### src/rtl/csi_rx_pkt_depacketizer_if.sv
// Beat bus between the word aligner, the packet depacketizer and the pixel unpacker.
// slave is the depacketizer; master is the surrounding aligner/unpacker side.
interface csi_rx_pkt_depacketizer_if #(
  parameter int unsigned NUM_LANE = 2
);
  logic [NUM_LANE*8-1:0] data;
  logic                  data_valid;
  logic                  sync_wait;
  logic                  packet_done;
  logic [NUM_LANE*8-1:0] payload_out;
  logic                  payload_valid;
  logic [NUM_LANE-1:0]   payload_be;
  logic                  payload_last;

  modport master (
    output data, data_valid,
    input  sync_wait, packet_done, payload_out, payload_valid, payload_be, payload_last
  );

  modport slave (
    input  data, data_valid,
    output sync_wait, packet_done, payload_out, payload_valid, payload_be, payload_last
  );
endinterface

### src/rtl/csi_rx_pkt_depacketizer.sv
// CSI-2 packet depacketizer: header assembly and ECC check, frame/line tracking and
// forwarding of RAW long-packet payload on one virtual channel with byte enables.
module csi_rx_pkt_depacketizer #(
  parameter int unsigned NUM_LANE = 2,
  parameter logic [1:0]  VC_SEL   = 2'd0,
  parameter logic [15:0] MAX_WC   = 16'd8192
) (
  input  logic        clock,
  input  logic        reset,
  input  logic        enable,
  csi_rx_pkt_depacketizer_if.slave bus,
  output logic        in_frame,
  output logic        in_line,
  output logic [15:0] frame_num,
  output logic [15:0] line_num,
  output logic        hdr_err
);

  localparam int unsigned W = NUM_LANE * 8;

  localparam logic [2:0] StIdle    = 3'd0;
  localparam logic [2:0] StHdr     = 3'd1;
  localparam logic [2:0] StPayload = 3'd2;
  localparam logic [2:0] StDone    = 3'd3;
  localparam logic [2:0] StStop    = 3'd4;

  // Hamming code over the 24 header bits; each mask selects the bits feeding one parity bit.
  function automatic logic [7:0] csi_rx_hdr_ecc(input logic [23:0] d);
    logic [7:0] p;
    p    = '0;
    p[0] = ^(d & 24'hF12CB7);
    p[1] = ^(d & 24'hF2555B);
    p[2] = ^(d & 24'h749A6D);
    p[3] = ^(d & 24'hB8E38E);
    p[4] = ^(d & 24'hDF03F0);
    p[5] = ^(d & 24'hEFFC00);
    return p;
  endfunction

  logic [2:0]          state_q;
  logic [1:0]          cnt_q;
  logic [31:0]         hdr_q;
  logic [15:0]         rem_q;
  logic                fwd_q;
  logic [W-1:0]        pay_data_q;
  logic                pay_valid_q;
  logic [NUM_LANE-1:0] pay_be_q;
  logic                pay_last_q;
  logic                in_frame_q;
  logic                in_line_q;
  logic [15:0]         frame_num_q;
  logic [15:0]         line_num_q;
  logic                hdr_err_q;

  logic [31:0]         hdr_cur;
  logic [1:0]          pos;
  logic                hdr_final;
  logic [1:0]          vc;
  logic [5:0]          dt;
  logic [15:0]         wc;
  logic                dt_ok;
  logic                is_short;
  logic                hdr_ok;
  logic                raw_dt;
  logic                vc_hit;
  logic                is_last;
  logic [NUM_LANE-1:0] last_be;

  // Merge the current beat into the bytes collected so far.
  always_comb begin
    hdr_cur = hdr_q;
    pos     = '0;
    for (int i = 0; i < NUM_LANE; i++) begin
      pos = cnt_q + 2'(i);
      hdr_cur[{pos, 3'b000} +: 8] = bus.data[i*8 +: 8];
    end
  end

  assign hdr_final = ({1'b0, cnt_q} + 3'(NUM_LANE)) == 3'd4;
  assign vc        = hdr_cur[7:6];
  assign dt        = hdr_cur[5:0];
  assign wc        = hdr_cur[23:8];
  assign dt_ok     = (dt <= 6'h03) || (dt >= 6'h10 && dt <= 6'h12) ||
                     (dt >= 6'h28 && dt <= 6'h2D);
  assign is_short  = dt < 6'h10;
  assign hdr_ok    = (hdr_cur[31:24] == csi_rx_hdr_ecc(hdr_cur[23:0])) && dt_ok &&
                     (is_short || wc <= MAX_WC);
  assign raw_dt    = dt >= 6'h28 && dt <= 6'h2D;
  assign vc_hit    = vc == VC_SEL;
  assign is_last   = rem_q <= 16'(NUM_LANE);

  always_comb begin
    last_be = '0;
    for (int i = 0; i < NUM_LANE; i++) begin
      last_be[i] = 16'(i) < rem_q;
    end
  end

  always_ff @(posedge clock or posedge reset) begin
    if (reset) begin
      state_q     <= StIdle;
      cnt_q       <= '0;
      hdr_q       <= '0;
      rem_q       <= '0;
      fwd_q       <= 1'b0;
      pay_data_q  <= '0;
      pay_valid_q <= 1'b0;
      pay_be_q    <= '0;
      pay_last_q  <= 1'b0;
      in_frame_q  <= 1'b0;
      in_line_q   <= 1'b0;
      frame_num_q <= '0;
      line_num_q  <= '0;
      hdr_err_q   <= 1'b0;
    end else if (enable) begin
      pay_data_q  <= '0;
      pay_valid_q <= 1'b0;
      pay_be_q    <= '0;
      pay_last_q  <= 1'b0;
      hdr_err_q   <= 1'b0;
      case (state_q)
        StIdle, StHdr: begin
          if (bus.data_valid) begin
            hdr_q <= hdr_cur;
            if (!hdr_final) begin
              cnt_q   <= cnt_q + 2'(NUM_LANE);
              state_q <= StHdr;
            end else begin
              cnt_q <= '0;
              // fwd drops on anything but a valid long header so DONE never counts a stale line.
              if (!hdr_ok) begin
                hdr_err_q <= 1'b1;
                fwd_q     <= 1'b0;
                state_q   <= StDone;
              end else if (is_short) begin
                fwd_q   <= 1'b0;
                state_q <= StDone;
                if (vc_hit && dt == 6'h00) begin
                  in_frame_q  <= 1'b1;
                  frame_num_q <= wc;
                  line_num_q  <= '0;
                end else if (vc_hit && dt == 6'h01) begin
                  in_frame_q <= 1'b0;
                end
              end else begin
                fwd_q     <= vc_hit && raw_dt;
                in_line_q <= vc_hit && raw_dt;
                rem_q     <= wc;
                state_q   <= (wc == 16'd0) ? StDone : StPayload;
              end
            end
          end
        end
        StPayload: begin
          if (bus.data_valid) begin
            if (fwd_q) begin
              pay_data_q  <= bus.data;
              pay_valid_q <= 1'b1;
              pay_be_q    <= is_last ? last_be : '1;
              pay_last_q  <= is_last;
            end
            if (is_last) begin
              state_q <= StDone;
            end else begin
              rem_q <= rem_q - 16'(NUM_LANE);
            end
          end
        end
        StDone: begin
          in_line_q <= 1'b0;
          if (fwd_q && in_frame_q && line_num_q != 16'hFFFF) begin
            line_num_q <= line_num_q + 16'd1;
          end
          state_q <= StStop;
        end
        StStop:  state_q <= StIdle;
        default: state_q <= StIdle;
      endcase
    end
  end

  assign bus.sync_wait     = state_q == StIdle;
  assign bus.packet_done   = state_q == StDone;
  assign bus.payload_out   = pay_data_q;
  assign bus.payload_valid = pay_valid_q;
  assign bus.payload_be    = pay_be_q;
  assign bus.payload_last  = pay_last_q;
  assign in_frame          = in_frame_q;
  assign in_line           = in_line_q;
  assign frame_num         = frame_num_q;
  assign line_num          = line_num_q;
  assign hdr_err           = hdr_err_q;

endmodule

### src/flat_wrapper.sv
// flat-port wrapper written by rule: the top's interface ports become plain ports
module csi_rx_pkt_depacketizer_flat 
#(
  parameter int unsigned NUM_LANE = 2,
  parameter logic [1:0]  VC_SEL   = 2'd0,
  parameter logic [15:0] MAX_WC   = 16'd8192
)
  (clock, reset, enable, in_frame, in_line, frame_num, line_num, hdr_err, bus_data, bus_data_valid, bus_sync_wait, bus_packet_done, bus_payload_out, bus_payload_valid, bus_payload_be, bus_payload_last);
  csi_rx_pkt_depacketizer_if #(.NUM_LANE(NUM_LANE)) bus_i ();
  input  logic clock;
  input  logic reset;
  input  logic enable;
  output logic in_frame;
  output logic in_line;
  output logic [15:0] frame_num;
  output logic [15:0] line_num;
  output logic hdr_err;
  input wire logic [$bits(bus_i.data)-1:0] bus_data;
  input wire logic [$bits(bus_i.data_valid)-1:0] bus_data_valid;
  output wire logic [$bits(bus_i.sync_wait)-1:0] bus_sync_wait;
  output wire logic [$bits(bus_i.packet_done)-1:0] bus_packet_done;
  output wire logic [$bits(bus_i.payload_out)-1:0] bus_payload_out;
  output wire logic [$bits(bus_i.payload_valid)-1:0] bus_payload_valid;
  output wire logic [$bits(bus_i.payload_be)-1:0] bus_payload_be;
  output wire logic [$bits(bus_i.payload_last)-1:0] bus_payload_last;
  assign bus_i.data = bus_data;
  assign bus_i.data_valid = bus_data_valid;
  assign bus_sync_wait = bus_i.sync_wait;
  assign bus_packet_done = bus_i.packet_done;
  assign bus_payload_out = bus_i.payload_out;
  assign bus_payload_valid = bus_i.payload_valid;
  assign bus_payload_be = bus_i.payload_be;
  assign bus_payload_last = bus_i.payload_last;
  csi_rx_pkt_depacketizer #(.NUM_LANE(NUM_LANE), .VC_SEL(VC_SEL), .MAX_WC(MAX_WC)) u_core (.clock(clock), .reset(reset), .enable(enable), .bus(bus_i), .in_frame(in_frame), .in_line(in_line), .frame_num(frame_num), .line_num(line_num), .hdr_err(hdr_err));
endmodule
### config.mk
export PLATFORM = sky130hd
export DESIGN_NAME = csi_rx_pkt_depacketizer_flat
export DESIGN_NICKNAME = d
export VERILOG_FILES = /design/src/rtl/csi_rx_pkt_depacketizer_if.sv /design/src/rtl/csi_rx_pkt_depacketizer.sv /design/src/flat_wrapper.sv
export SDC_FILE = /design/constraint.sdc
export NUM_CORES = 1
export LEC_CHECK = 0
export ABC_AREA = 1
export ABC_CLOCK_PERIOD_IN_PS = 3300
export BUFFER_PORTS_ARGS = -buffer_cell sky130_fd_sc_hd__buf_2
export CORE_AREA = 4 4 152 168
export CTS_CLUSTER_SIZE = 12
export DETAILED_ROUTE_END_ITERATION = 8
export DIE_AREA = 0 0 156 172
export HOLD_SLACK_MARGIN = 0.02
export PLACE_DENSITY = 0.47
export SETUP_SLACK_MARGIN = 0.15
export SYNTH_ARGS = -nofsm -noshare
export SYNTH_HDL_FRONTEND = slang
export SYNTH_SLANG_ARGS = --single-unit
export TNS_END_PERCENT = 50
### constraint.sdc
create_clock -name clock -period 3.3 [get_ports clock]
set_input_delay 0.165 -clock clock [delete_from_list [all_inputs] [get_ports clock]]
set_output_delay 0.165 -clock clock [all_outputs]
set_load 0.1 [all_outputs]
==> run metrics <==
HPWL after detailed placement=~17000 µm; f_max=337 MHz; Max-Cap Viols=0; area grow syn2layout=27.0%; Routed Wire Length=between 20000 and 25000 µm; Post-Synth XOR/XNOR Area=2.36%; CP Data Arrival Time=3.22 ns; syn_nets=1097; WS Path Type=flop to flop; Max VDD drop=between 0.4 and 0.5 mV; fraction of the mapped netlist area in simple logic gates=36.0%; hold path startpoint=bus_data[3]; Synth Area in Adders=between 4 and 5%; I/O pin total=77; Initial DRC Count=381; Clock Latency Late Sink=0.37 ns; CTS tree=yes; Synth top area share=38.3%; initial antenna violation count=0; synth top area cells=dfrtp_1 38%, nand2_1 22%, o21ai_0 6.9%; Crit. End Element=flop; RR Startpoint=u_core.cnt_q[1]; Distinct cells, synth=38; sequential area share after synthesis=a little under two fifths; post-synthesis cell count=1050; post-layout util=37.9%; Die H=172 µm; die area=between 20000 and 30000 µm²; Worst Tran Pin Value=0.973 ns; deepest clock path buffer count=2; Hold Path Class=input pin to flop; Post-synth EDFFs=0; Finished Layout Cells=1478; Congestion Overflow GR=0; area leader, netlist=dfrtp_1; Post-Syn Area=7070 µm²; count of input and output buffers=76; Via Count=6936; post-synthesis mux area share=0%; final hold violation count=0; Starting Density=29.8%; Critical Path Start=u_core.cnt_q[1]; FP Rows=just under 60; Main synth FF type=dfrtp_1; Pleak=approximately 4.7 nW; Total GRT Usage=about 17%; share of cells above drive strength 1=20.4%; routability congestion estimate=0.840; commonest cells in the netlist=423 x nand2_1, 108 x dfrtp_1, 105 x inv_1; CORE AREA=23700 µm²; First-pass DRT Iterations=7; RSZ-0062 raised after global routing=yes; CTS Root Cell=clkbuf_16; CTS Sinks=approximately 110; Period minus WS final=2.96 ns; # DRC=0; fraction of registers with async set or reset after synthesis=100%; fin worst setup slack=between 0.3 and 0.4 ns; Warnings, synthesis=0; H-Tree Depth=3; ANT cells=0; Setup Skew=0.0165 ns; largest family of logic cells by synthesized area=simple AND/OR/NAND/NOR gates; Critical Path RT=around 3.6 ns; relative slew slack=35.1%; total power=9.80 mW; pin count of the biggest net entering global routing=58; Fillers=2498; DIE WIDTH=156 µm; vias per cell=4.69; fin nets=1215; Cells after DPL=1442; fraction of the cycle the final worst path needs=89.8%; CTS Buf Count=9; top-count cell post-synth=nand2_1; antenna-violating nets left=0; Power Dens Cells=1090 nW/µm²; crit-path max FO=8; Max Slew Vio Count=0; # setup viols final=0; outcome=complete, no violations; FF+latch count, synth=108; vias in the first global route=6511; Startpoint Class=flop; Clock Pin Slew Worst Setup and Hold Paths=0.09 ns; post-route setup TNS=0 ns; first-pass GRT wire length=35600 µm; DP Worst Slack=0.119 ns; Synth Area in Compound Gates=10.1%; average size of a mapped cell=6.73 µm²; drt wl/cell=15.7 µm
## metrics by stage
step | hold WS [ns] | cell area, µm²
global placement | 0.255 | 8060
detailed placement | 0.268 | 8060
global route | 0.0792 | 8980
floorplan | 0.298 | 7070
CTS | 0.0662 | 8360
finish | 0.0871 | 8980
## where the power goes
part	leakage, nW	switching, mW	internal (mW)
registers	1.43	0.255	1.63
clock network	0.136	0.582	0.532
logic	3.11	4.23	2.56
total	4.68	5.07	4.73
## state kept, by name, summed over array words and instances (netlist names)
| signal | flops |
|---|---|
| u_core.hdr_q | 32 |
| u_core.bus.payload_out | 16 |
| u_core.frame_num | 16 |
| u_core.line_num | 16 |
| u_core.rem_q | 16 |
| u_core.state_q | 3 |
| u_core.bus.payload_be | 2 |
| u_core.bus.payload_last | 1 |
| u_core.bus.payload_valid | 1 |
| u_core.cnt_q | 1 |
| u_core.fwd_q | 1 |
| u_core.hdr_err | 1 |
| u_core.in_frame | 1 |
| u_core.in_line | 1 |
## final timing paths
check,to,slack [ns],cells after the start
min reg2reg,u_core.rem_q[14],0.48,2
max reg2reg,u_core.rem_q[3],0.34,23
max in group asynchronous,u_core.hdr_q[23],2.17,4
min in group asynchronous,u_core.frame_num[7],0.40,3
min,u_core.bus.payload_out[3],0.09,2
max,u_core.rem_q[3],0.34,23
## cells by family (layout without fill, tap and decap cells)
group | count (synthesis) | after routing
flops | 108 | 108
buf+inv | 145 | 267
fa+ha+maj | 27 | 27
simple gates | 615 | 616
xor+xnor | 19 | 19
compound gates | 136 | 136
## placed cells by master, fill, tap and decap left out, types with 2 or more instances in the layout
| master | synthesis | routed |
|---|---|---|
| nand4_1 | 22 | 22 |
| buf_4 | 6 | 46 |
| clkbuf_16 | 0 | 15 |
| nand2_1 | 423 | 399 |
| o21ai_0 | 98 | 95 |
| buf_6 | 3 | 3 |
| xor2_1 | 11 | 11 |
| o21ai_2 | 3 | 7 |
| o21ai_4 | 0 | 4 |
| ha_1 | 27 | 16 |
| or2_2 | 2 | 2 |
| inv_1 | 105 | 93 |
| a21oi_1 | 8 | 7 |
| ha_4 | 0 | 10 |
| buf_12 | 0 | 7 |
| xnor2_1 | 8 | 7 |
| nor2_2 | 1 | 5 |
| inv_2 | 5 | 13 |
| nor2_1 | 67 | 62 |
| inv_4 | 0 | 2 |
| clkinvlp_4 | 0 | 2 |
| o21ai_1 | 19 | 14 |
| buf_2 | 8 | 76 |
| nor4_1 | 5 | 5 |
| nand3_4 | 1 | 2 |
| nand2_2 | 2 | 25 |
| inv_6 | 0 | 4 |
| nand3_1 | 77 | 73 |
| nor3_1 | 6 | 5 |
| nand3_2 | 1 | 5 |
| dfrtp_1 | 108 | 107 |
| nand3b_1 | 5 | 5 |
## critical path: stages (launching register included)
cell	delay (ns)
dfrtp_4	0.58
buf_12	0.18
buf_16	0.14
o21ai_4	0.21
ha_4	0.24
inv_2	0.06
nand2_2	0.05
nand2_2	0.06
nand2_2	0.08
nand2_2	0.09
nand2_2	0.05
nand2_1	0.05
nand2_1	0.05
nand2_1	0.05
nand2_1	0.05
nor2_2	0.09
nand2_1	0.07
nor2_2	0.10
nand3_2	0.10
nand2_4	0.14
buf_12	0.12
nand3_4	0.13
nand2_1	0.11
nand2_1	0.04
## final cells by class
| type | instances | area [µm²] | area share, % |
|---|---|---|---|
| clock inverters | 6 | 53.8 | 0.599 |
| multi-input cells | 798 | 4090 | 45.5 |
| flip-flops and latches | 108 | 2710 | 30.2 |
| inverters | 111 | 430 | 4.80 |
| well taps | 305 | 382 | 4.25 |
| clock buffers | 10 | 229 | 2.55 |
| repair buffers | 140 | 1090 | 12.1 |
## repair_timing
item	4_1_cts	5_1_grt
gates resized for setup	2	85
setup buffers	0	12
hold buffers	1	0
hold endpoints to repair	35	0
pin swaps	0	9
gates cloned	0	7
setup endpoints to repair	48	51
## routing by layer
metal | GRT usage (%) | share of wire, % | vias to the layer above
met5 | 0 | 0 | -
met4 | 3.58 | 0.99 | 0
met3 | 2.43 | 3.2 | 13
met2 | 27.5 | 48 | 118
met1 | 23.7 | 48 | 3199
li1 | - | - | 3606
(Power assumes the default switching activity.)
